**src/rtl/bcd_pkg.sv**
```systemverilog
// Shared constants for the BCD display path: active-low 7-segment patterns
// in {g,f,e,d,c,b,a} order and the default digit count.
package bcd_pkg;

  localparam int DEF_NUM_DIGITS = 5;

  localparam logic [6:0] SEG_BLANK = 7'h7F;
  localparam logic [6:0] SEG_ERR   = 7'h06;

  localparam logic [6:0] SEG_LUT [0:9] = '{
    7'h40, 7'h79, 7'h24, 7'h30, 7'h19,
    7'h12, 7'h02, 7'h78, 7'h00, 7'h10
  };

  function automatic logic is_legal_bcd(input logic [3:0] d);
    return d <= 4'd9;
  endfunction

endpackage

```
**src/rtl/bcd_display_scan_if.sv**
```systemverilog
// Bus between the BCD sum producer and the display scanner: load/data/blank
// controls in, multiplexed segment/anode drive and status out.
interface bcd_display_scan_if #(
  parameter int NUM_DIGITS = bcd_pkg::DEF_NUM_DIGITS
) ();

  logic                      load;
  logic [4*NUM_DIGITS-1:0]   bcd_in;
  logic                      blank_lz;
  logic [6:0]                seg;
  logic [NUM_DIGITS-1:0]     an;
  logic                      frame_done;
  logic                      pending;

  modport master (
    output load, bcd_in, blank_lz,
    input  seg, an, frame_done, pending
  );

  modport slave (
    input  load, bcd_in, blank_lz,
    output seg, an, frame_done, pending
  );

endinterface

```
**src/rtl/bcd_to_seg7.sv**
```systemverilog
// Single BCD digit to active-low 7-segment pattern; codes above 9 show 'E'.
module bcd_to_seg7
  import bcd_pkg::*;
(
  input  logic [3:0] digit_i,
  output logic [6:0] seg_o
);

  always_comb begin
    seg_o = SEG_ERR;
    if (is_legal_bcd(digit_i)) seg_o = SEG_LUT[digit_i];
  end

endmodule

```
**src/rtl/bcd_display_scan.sv**
```systemverilog
// Time-multiplexed common-anode scanner for a packed BCD value, with
// frame-synchronous data swap, leading-zero blanking and illegal-code 'E'.
module bcd_display_scan
  import bcd_pkg::*;
#(
  parameter int NUM_DIGITS = DEF_NUM_DIGITS,
  parameter int CLK_DIV    = 1000,
  parameter int DIV_W      = 10
) (
  input  logic               clk,
  input  logic               rst,
  bcd_display_scan_if.slave  bus
);

  localparam int IDX_W = (NUM_DIGITS > 1) ? $clog2(NUM_DIGITS) : 1;
  localparam int BCD_W = 4 * NUM_DIGITS;
  localparam logic [DIV_W-1:0] DIV_LAST = DIV_W'(CLK_DIV - 1);
  localparam logic [IDX_W-1:0] IDX_LAST = IDX_W'(NUM_DIGITS - 1);

  logic [DIV_W-1:0]      div_cnt_q, div_cnt_d;
  logic [IDX_W-1:0]      idx_q, idx_d;
  logic [BCD_W-1:0]      shadow_q, shadow_d;
  logic [BCD_W-1:0]      disp_q, disp_d;
  logic                  pending_q, pending_d;
  logic [6:0]            seg_q, seg_d;
  logic [NUM_DIGITS-1:0] an_q, an_d;
  logic                  frame_done_q;

  logic                  tick;
  logic                  frame_bnd;
  logic                  upper_zero;
  logic [3:0]            digits [NUM_DIGITS];
  logic [6:0]            dec_seg;

  assign tick      = (div_cnt_q == DIV_LAST);
  assign frame_bnd = tick && (idx_q == IDX_LAST);

  always_comb begin
    for (int i = 0; i < NUM_DIGITS; i++) digits[i] = disp_q[4*i +: 4];
  end

  // True when the current digit and everything above it are literal zeros.
  always_comb begin
    upper_zero = 1'b1;
    for (int j = 0; j < NUM_DIGITS; j++) begin
      if (j >= int'(idx_q) && digits[j] != 4'd0) upper_zero = 1'b0;
    end
  end

  bcd_to_seg7 u_dec (
    .digit_i (digits[idx_q]),
    .seg_o   (dec_seg)
  );

  always_comb begin
    div_cnt_d = tick ? '0 : div_cnt_q + DIV_W'(1);
    idx_d     = idx_q;
    if (tick) idx_d = frame_bnd ? '0 : idx_q + IDX_W'(1);

    shadow_d  = shadow_q;
    disp_d    = disp_q;
    pending_d = pending_q;
    // A load landing on the boundary bypasses the shadow so it shows this frame.
    if (frame_bnd) begin
      pending_d = 1'b0;
      if (bus.load)       disp_d = bus.bcd_in;
      else if (pending_q) disp_d = shadow_q;
    end else if (bus.load) begin
      shadow_d  = bus.bcd_in;
      pending_d = 1'b1;
    end

    seg_d = (bus.blank_lz && idx_q != '0 && upper_zero) ? SEG_BLANK : dec_seg;
    an_d  = ~(NUM_DIGITS'(1) << idx_q);
  end

  always_ff @(posedge clk or posedge rst) begin
    if (rst) begin
      div_cnt_q    <= '0;
      idx_q        <= '0;
      shadow_q     <= '0;
      disp_q       <= '0;
      pending_q    <= 1'b0;
      seg_q        <= SEG_BLANK;
      an_q         <= '1;
      frame_done_q <= 1'b0;
    end else begin
      div_cnt_q    <= div_cnt_d;
      idx_q        <= idx_d;
      shadow_q     <= shadow_d;
      disp_q       <= disp_d;
      pending_q    <= pending_d;
      seg_q        <= seg_d;
      an_q         <= an_d;
      frame_done_q <= frame_bnd;
    end
  end

  assign bus.seg        = seg_q;
  assign bus.an         = an_q;
  assign bus.frame_done = frame_done_q;
  assign bus.pending    = pending_q;

endmodule

```
**src/flat_wrapper.sv**
```systemverilog
// flat-port wrapper written by rule: the top's interface ports become plain ports
module bcd_display_scan_flat import bcd_pkg::*;
#(
  parameter int NUM_DIGITS = DEF_NUM_DIGITS,
  parameter int CLK_DIV    = 1000,
  parameter int DIV_W      = 10
)
  (clk, rst, bus_load, bus_bcd_in, bus_blank_lz, bus_seg, bus_an, bus_frame_done, bus_pending);
  bcd_display_scan_if #(.NUM_DIGITS(NUM_DIGITS)) bus_i ();
  input  logic clk;
  input  logic rst;
  input wire logic [$bits(bus_i.load)-1:0] bus_load;
  input wire logic [$bits(bus_i.bcd_in)-1:0] bus_bcd_in;
  input wire logic [$bits(bus_i.blank_lz)-1:0] bus_blank_lz;
  output wire logic [$bits(bus_i.seg)-1:0] bus_seg;
  output wire logic [$bits(bus_i.an)-1:0] bus_an;
  output wire logic [$bits(bus_i.frame_done)-1:0] bus_frame_done;
  output wire logic [$bits(bus_i.pending)-1:0] bus_pending;
  assign bus_i.load = bus_load;
  assign bus_i.bcd_in = bus_bcd_in;
  assign bus_i.blank_lz = bus_blank_lz;
  assign bus_seg = bus_i.seg;
  assign bus_an = bus_i.an;
  assign bus_frame_done = bus_i.frame_done;
  assign bus_pending = bus_i.pending;
  bcd_display_scan #(.NUM_DIGITS(NUM_DIGITS), .CLK_DIV(CLK_DIV), .DIV_W(DIV_W)) u_core (.clk(clk), .rst(rst), .bus(bus_i));
endmodule
```
**config.mk**
```make
export PLATFORM = sky130hd
export DESIGN_NAME = bcd_display_scan_flat
export DESIGN_NICKNAME = d
export VERILOG_FILES = /design/src/rtl/bcd_pkg.sv /design/src/rtl/bcd_display_scan_if.sv /design/src/rtl/bcd_to_seg7.sv /design/src/rtl/bcd_display_scan.sv /design/src/flat_wrapper.sv
export SDC_FILE = /design/constraint.sdc
export NUM_CORES = 1
export LEC_CHECK = 0
export BUFFER_PORTS_ARGS = -buffer_cell sky130_fd_sc_hd__buf_2
export CELL_PAD_IN_SITES_DETAIL_PLACEMENT = 1
export CELL_PAD_IN_SITES_GLOBAL_PLACEMENT = 1
export CORE_UTILIZATION = 38
export DETAILED_ROUTE_END_ITERATION = 8
export PLACE_DENSITY_LB_ADDON = 0.1
export SKIP_LAST_GASP = 1
export SYNTH_ARGS = -nofsm -noshare
export SYNTH_HDL_FRONTEND = slang
export SYNTH_SLANG_ARGS = --single-unit
```
**constraint.sdc**
```tcl
create_clock -name clk -period 2.6 [get_ports clk]
set_input_delay 0 -clock clk [delete_from_list [all_inputs] [get_ports clk]]
set_output_delay 0 -clock clk [all_outputs]
set_load 0.01 [all_outputs]
```
==> run_results.csv <==
group,metric,value,unit
power,power_density,567,nW/um^2
timing,finalCritPeriodShare,0.892,
cts,path_clk_slew,0.07,ns
drt,drc_errors,0,
timing,drv_slew,0,
placement,placed_cell_area,3460,sq um
timing,worstMarginPinSlew,0.694,ns
timing,whs,0.0563,ns
final_layout,final_area,3910,sq um
setup_path,cp_top_family,"compound AO/OA/AOI/OAI gates",
global_route,grt_pass1_wl,11.2,mm
floorplan,coreArea,7890,sq um
timing,min_period,2.32,ns
logic_synthesis,synth_top_area_share,0.435,
timing,rsz0062_at_grt,"no",
hold_path,min_delay_worst_endpoint,"u_core.bus.seg[2]$_DFF_PP1_",
cts,clock-root-buffer,"clkbuf_8",
logic_synthesis,synth_area,3170,sq um
final_layout,multiInputGateArea,1370,sq um
logic_synthesis,ys_ff_latch,67,
cts,cts_setup_buffers,0,
hold_path,hold_start,"bus_blank_lz",
final_layout,drive_gt1_frac,0.221,
logic_synthesis,synth_edf_count,0,
floorplan,fp.dieH,93.3,microns
job,maxCapViolCount,0,
setup_path,worst-endpoint-arrival,2.56,ns
setup_path,path_buf_inv,2,
setup_path,cp-end-kind,"register",
setup_path,crit_type,"register to register",
drt,wl_per_cell,14.7,microns
setup_path,r2r_cells,9,
power,combPwrFrac,0.064,
final_layout,seq_area,1690,sq um
setup_path,crit_chain,"buf_4, mux2i_1, o2bb2ai_1, a31oi_1, inv_1, ha_1, nor2_1, a211o_1, o311ai_1",
hold_path,worstHoldPathCells,3,
placement,dp_hpwl,4.66,mm
setup_path,cp_slowest_cell,"dfrtp_1",
cts,cts_max_level,3,
setup_path,crit_fanout,11,
power,power.share.switching,0.226,
drt,drtIter0Drc,49,
final_layout,diodes,0,
timing,worst_clock_skew,0.0131,ns
logic_synthesis,synth-async-reset-ratio,1.00,
logic_synthesis,syn_nets,314,
timing,timing.fmax,431,MHz
timing,setup_viol,0,
timing,relSlewSlack,0.537,
drt,vias_per_cell,4.98,
setup_path,critPathMaxStageDelay,0.58,ns
power,seq_power_share,0.491,
cts,cts_tree,"built",
drt,vias,2248,
global_route,grt_usage,0.171,
setup_path,r2r-end,"u_core.bus.seg[4]$_DFF_PP1_",
status,status,"finished clean",
logic_synthesis,synth_top_area_cell,"dfrtp_1",
logic_synthesis,yosys_warnings,0,
floorplan,pin_count,38,
power,p_clk_frac,0.445,
hold_path,min_path_type,"primary input to register",
logic_synthesis,ys_types,40,
power,switchingPower,0.501,mW
cts,clkLatencyLatePin,0.35,ns
placement,place_congestion,0.877,
setup_path,timing.critical_path.from_type,"register",
final_layout,most-common-layout-cells,"dfrtp_1 (55), buf_2 (37), nand2_1 (33)",
timing,fin_tns_setup,0,ns
drt,ant_nets,0,
power,irDropWorstVdd,257,uV
logic_synthesis,synth_cells,280,
cts,cts_sinks,67,
cts,post_cts_resized,0,
global_route,overflow,0,
final_layout,synthToLayoutAreaGrowth,23.4,%
floorplan,die_w,93.3,microns
logic_synthesis,avgSynthCellArea,11.3,sq um
global_route,grt_pass1_vias,2285,
final_layout,mostFrequentLayoutCell,"dfrtp_1",
logic_synthesis,synth_ff_type,"dfrtp_1",
floorplan,dieArea,8700,sq um
final_layout,fin_nets,378,
setup_path,reg2reg_setup_slack,0.28,ns
setup_path,rr_startpoint,"u_core.idx_q[0]$_DFFE_PP0N_",
global_route,antenna_found_initial,0,
setup_path,required,2.84,ns
cts,cts_buffers,9,
timing,hold_violations,0,
power,leakagePower,1.79,nW
floorplan,start_util,0.401,
placement,port_buffers,37,
logic_synthesis,ys_seq_area_frac,0.534,
power,p_int,1.72,mW
drt,firstDrtPassIters,4,
global_route,grt_max_degree,41,
final_layout,fill_cells,864,
floorplan,num_rows,32,
cts,clockBufferDepth,2,
logic_synthesis,synthTopCellsByArea,"dfrtp_1 (43%), dfstp_2 (10%), mux2_1 (8.5%)",
drt,wirelength,6.62,mm
## worst max path at each step
stage,startpoint,endpoint,slack [ns],depth (start not counted)
floorplan,u_core.idx_q[0]$_DFFE_PP0N_,u_core.bus.seg[4]$_DFF_PP1_,0.54,8
global placement,u_core.idx_q[0]$_DFFE_PP0N_,u_core.bus.seg[4]$_DFF_PP1_,0.42,8
detailed placement,u_core.idx_q[0]$_DFFE_PP0N_,u_core.bus.seg[4]$_DFF_PP1_,0.33,9
CTS,u_core.idx_q[0]$_DFFE_PP0N_,u_core.bus.seg[4]$_DFF_PP1_,0.27,9
global route,u_core.idx_q[0]$_DFFE_PP0N_,u_core.bus.seg[4]$_DFF_PP1_,0.03,9
finish,u_core.idx_q[0]$_DFFE_PP0N_,u_core.bus.seg[4]$_DFF_PP1_,0.28,9
## cell families after synthesis
family,synth area share
compound gates,0.0972
mux,0.168
flops,0.534
simple gates,0.112
buf+inv,0.0356
xor+xnor,0.0138
fa+ha+maj,0.0395
## per-layer routing
| layer | GRT usage | routed length (microns) | vias to the layer above |
|---|---|---|---|
| met1 | 0.225 | 3270 | 1093 |
| met2 | 0.275 | 3080 | 28 |
| met3 | 0.0341 | 150 | 11 |
| li1 | - | - | 1116 |
| met5 | 0 | 0 | - |
| met4 | 0.0692 | 124 | 0 |
## timing repair
action | CTS | global route
hold buffers | 22 | 0
endpoints found under the hold margin | 64 | 0
setup endpoints to repair | 0 | 0
## registers in the layout, indices dropped and copies added (netlist names)
name                   count
u_core.bus.an              5
u_core.idx_q               3
u_core.div_cnt_q          10
u_core.disp_q             20
u_core.bus.frame_done      1
u_core.shadow_q           20
u_core.bus.seg             7
u_core.bus.pending         1
## area by class of cell
class                           count  area share
Clock buffer                       10      0.0352
Clock inverter                      6      0.0227
Inverter                            9     0.00865
Multi-Input combinational cell    192       0.349
Sequential cell                    67       0.433
Tap cell                          102      0.0327
Timing Repair Buffer               65       0.118
## cell usage after synthesis (2+ instances only)
| library cell | instances |
|---|---|
| a21oi_1 | 4 |
| a31oi_1 | 3 |
| and3_1 | 2 |
| buf_2 | 3 |
| buf_4 | 2 |
| buf_6 | 3 |
| clkbuf_1 | 4 |
| dfrtp_1 | 55 |
| dfstp_2 | 12 |
| ha_1 | 10 |
| inv_1 | 8 |
| mux2_1 | 24 |
| mux2i_1 | 26 |
| nand2_1 | 33 |
| nand3_1 | 5 |
| nor2_1 | 17 |
| nor3_1 | 2 |
| nor4_1 | 6 |
| o21ai_0 | 5 |
| o21ai_1 | 30 |
| o2bb2ai_1 | 3 |
| o311ai_1 | 2 |
| xnor2_1 | 2 |
| xor2_1 | 3 |
## metrics by stage
step | power (mW) | std cells | setup slack (ns) | utilization
floorplan | 1.18 | 280 | 0.540 | -
detailed placement | 1.23 | 413 | 0.325 | 0.439
finish | 2.22 | 451 | 0.282 | 0.495
global placement | 1.22 | 413 | 0.418 | 0.439
CTS | 2.24 | 451 | 0.273 | 0.495
global route | 2.31 | 451 | 0.0302 | 0.495
## power by group through the flow
| stage | Combinational (mW) | Sequential [mW] | Clock, mW |
|---|---|---|---|
| 2_1_floorplan | 0.0773 | 1.10 | 0 |
| 3_3_place_gp | 0.119 | 1.11 | 0 |
| 3_5_place_dp | 0.122 | 1.11 | 0 |
| 4_1_cts | 0.147 | 1.09 | 1.01 |
| 5_1_grt | 0.161 | 1.09 | 1.06 |
| 6_report | 0.142 | 1.09 | 0.986 |
## worst reg2reg max path, delay by kind of cell, from the launching register on
kind,cells,cell delay (ns)
AO/OA/AOI/OAI,4,0.67
flip-flops,1,0.58
buffers and inverters,2,0.35
adder cells (fa/ha/maj),1,0.23
multiplexers,1,0.21
AND/OR/NAND/NOR,1,0.18
Note: power is estimated with default switching activity, not from simulation.
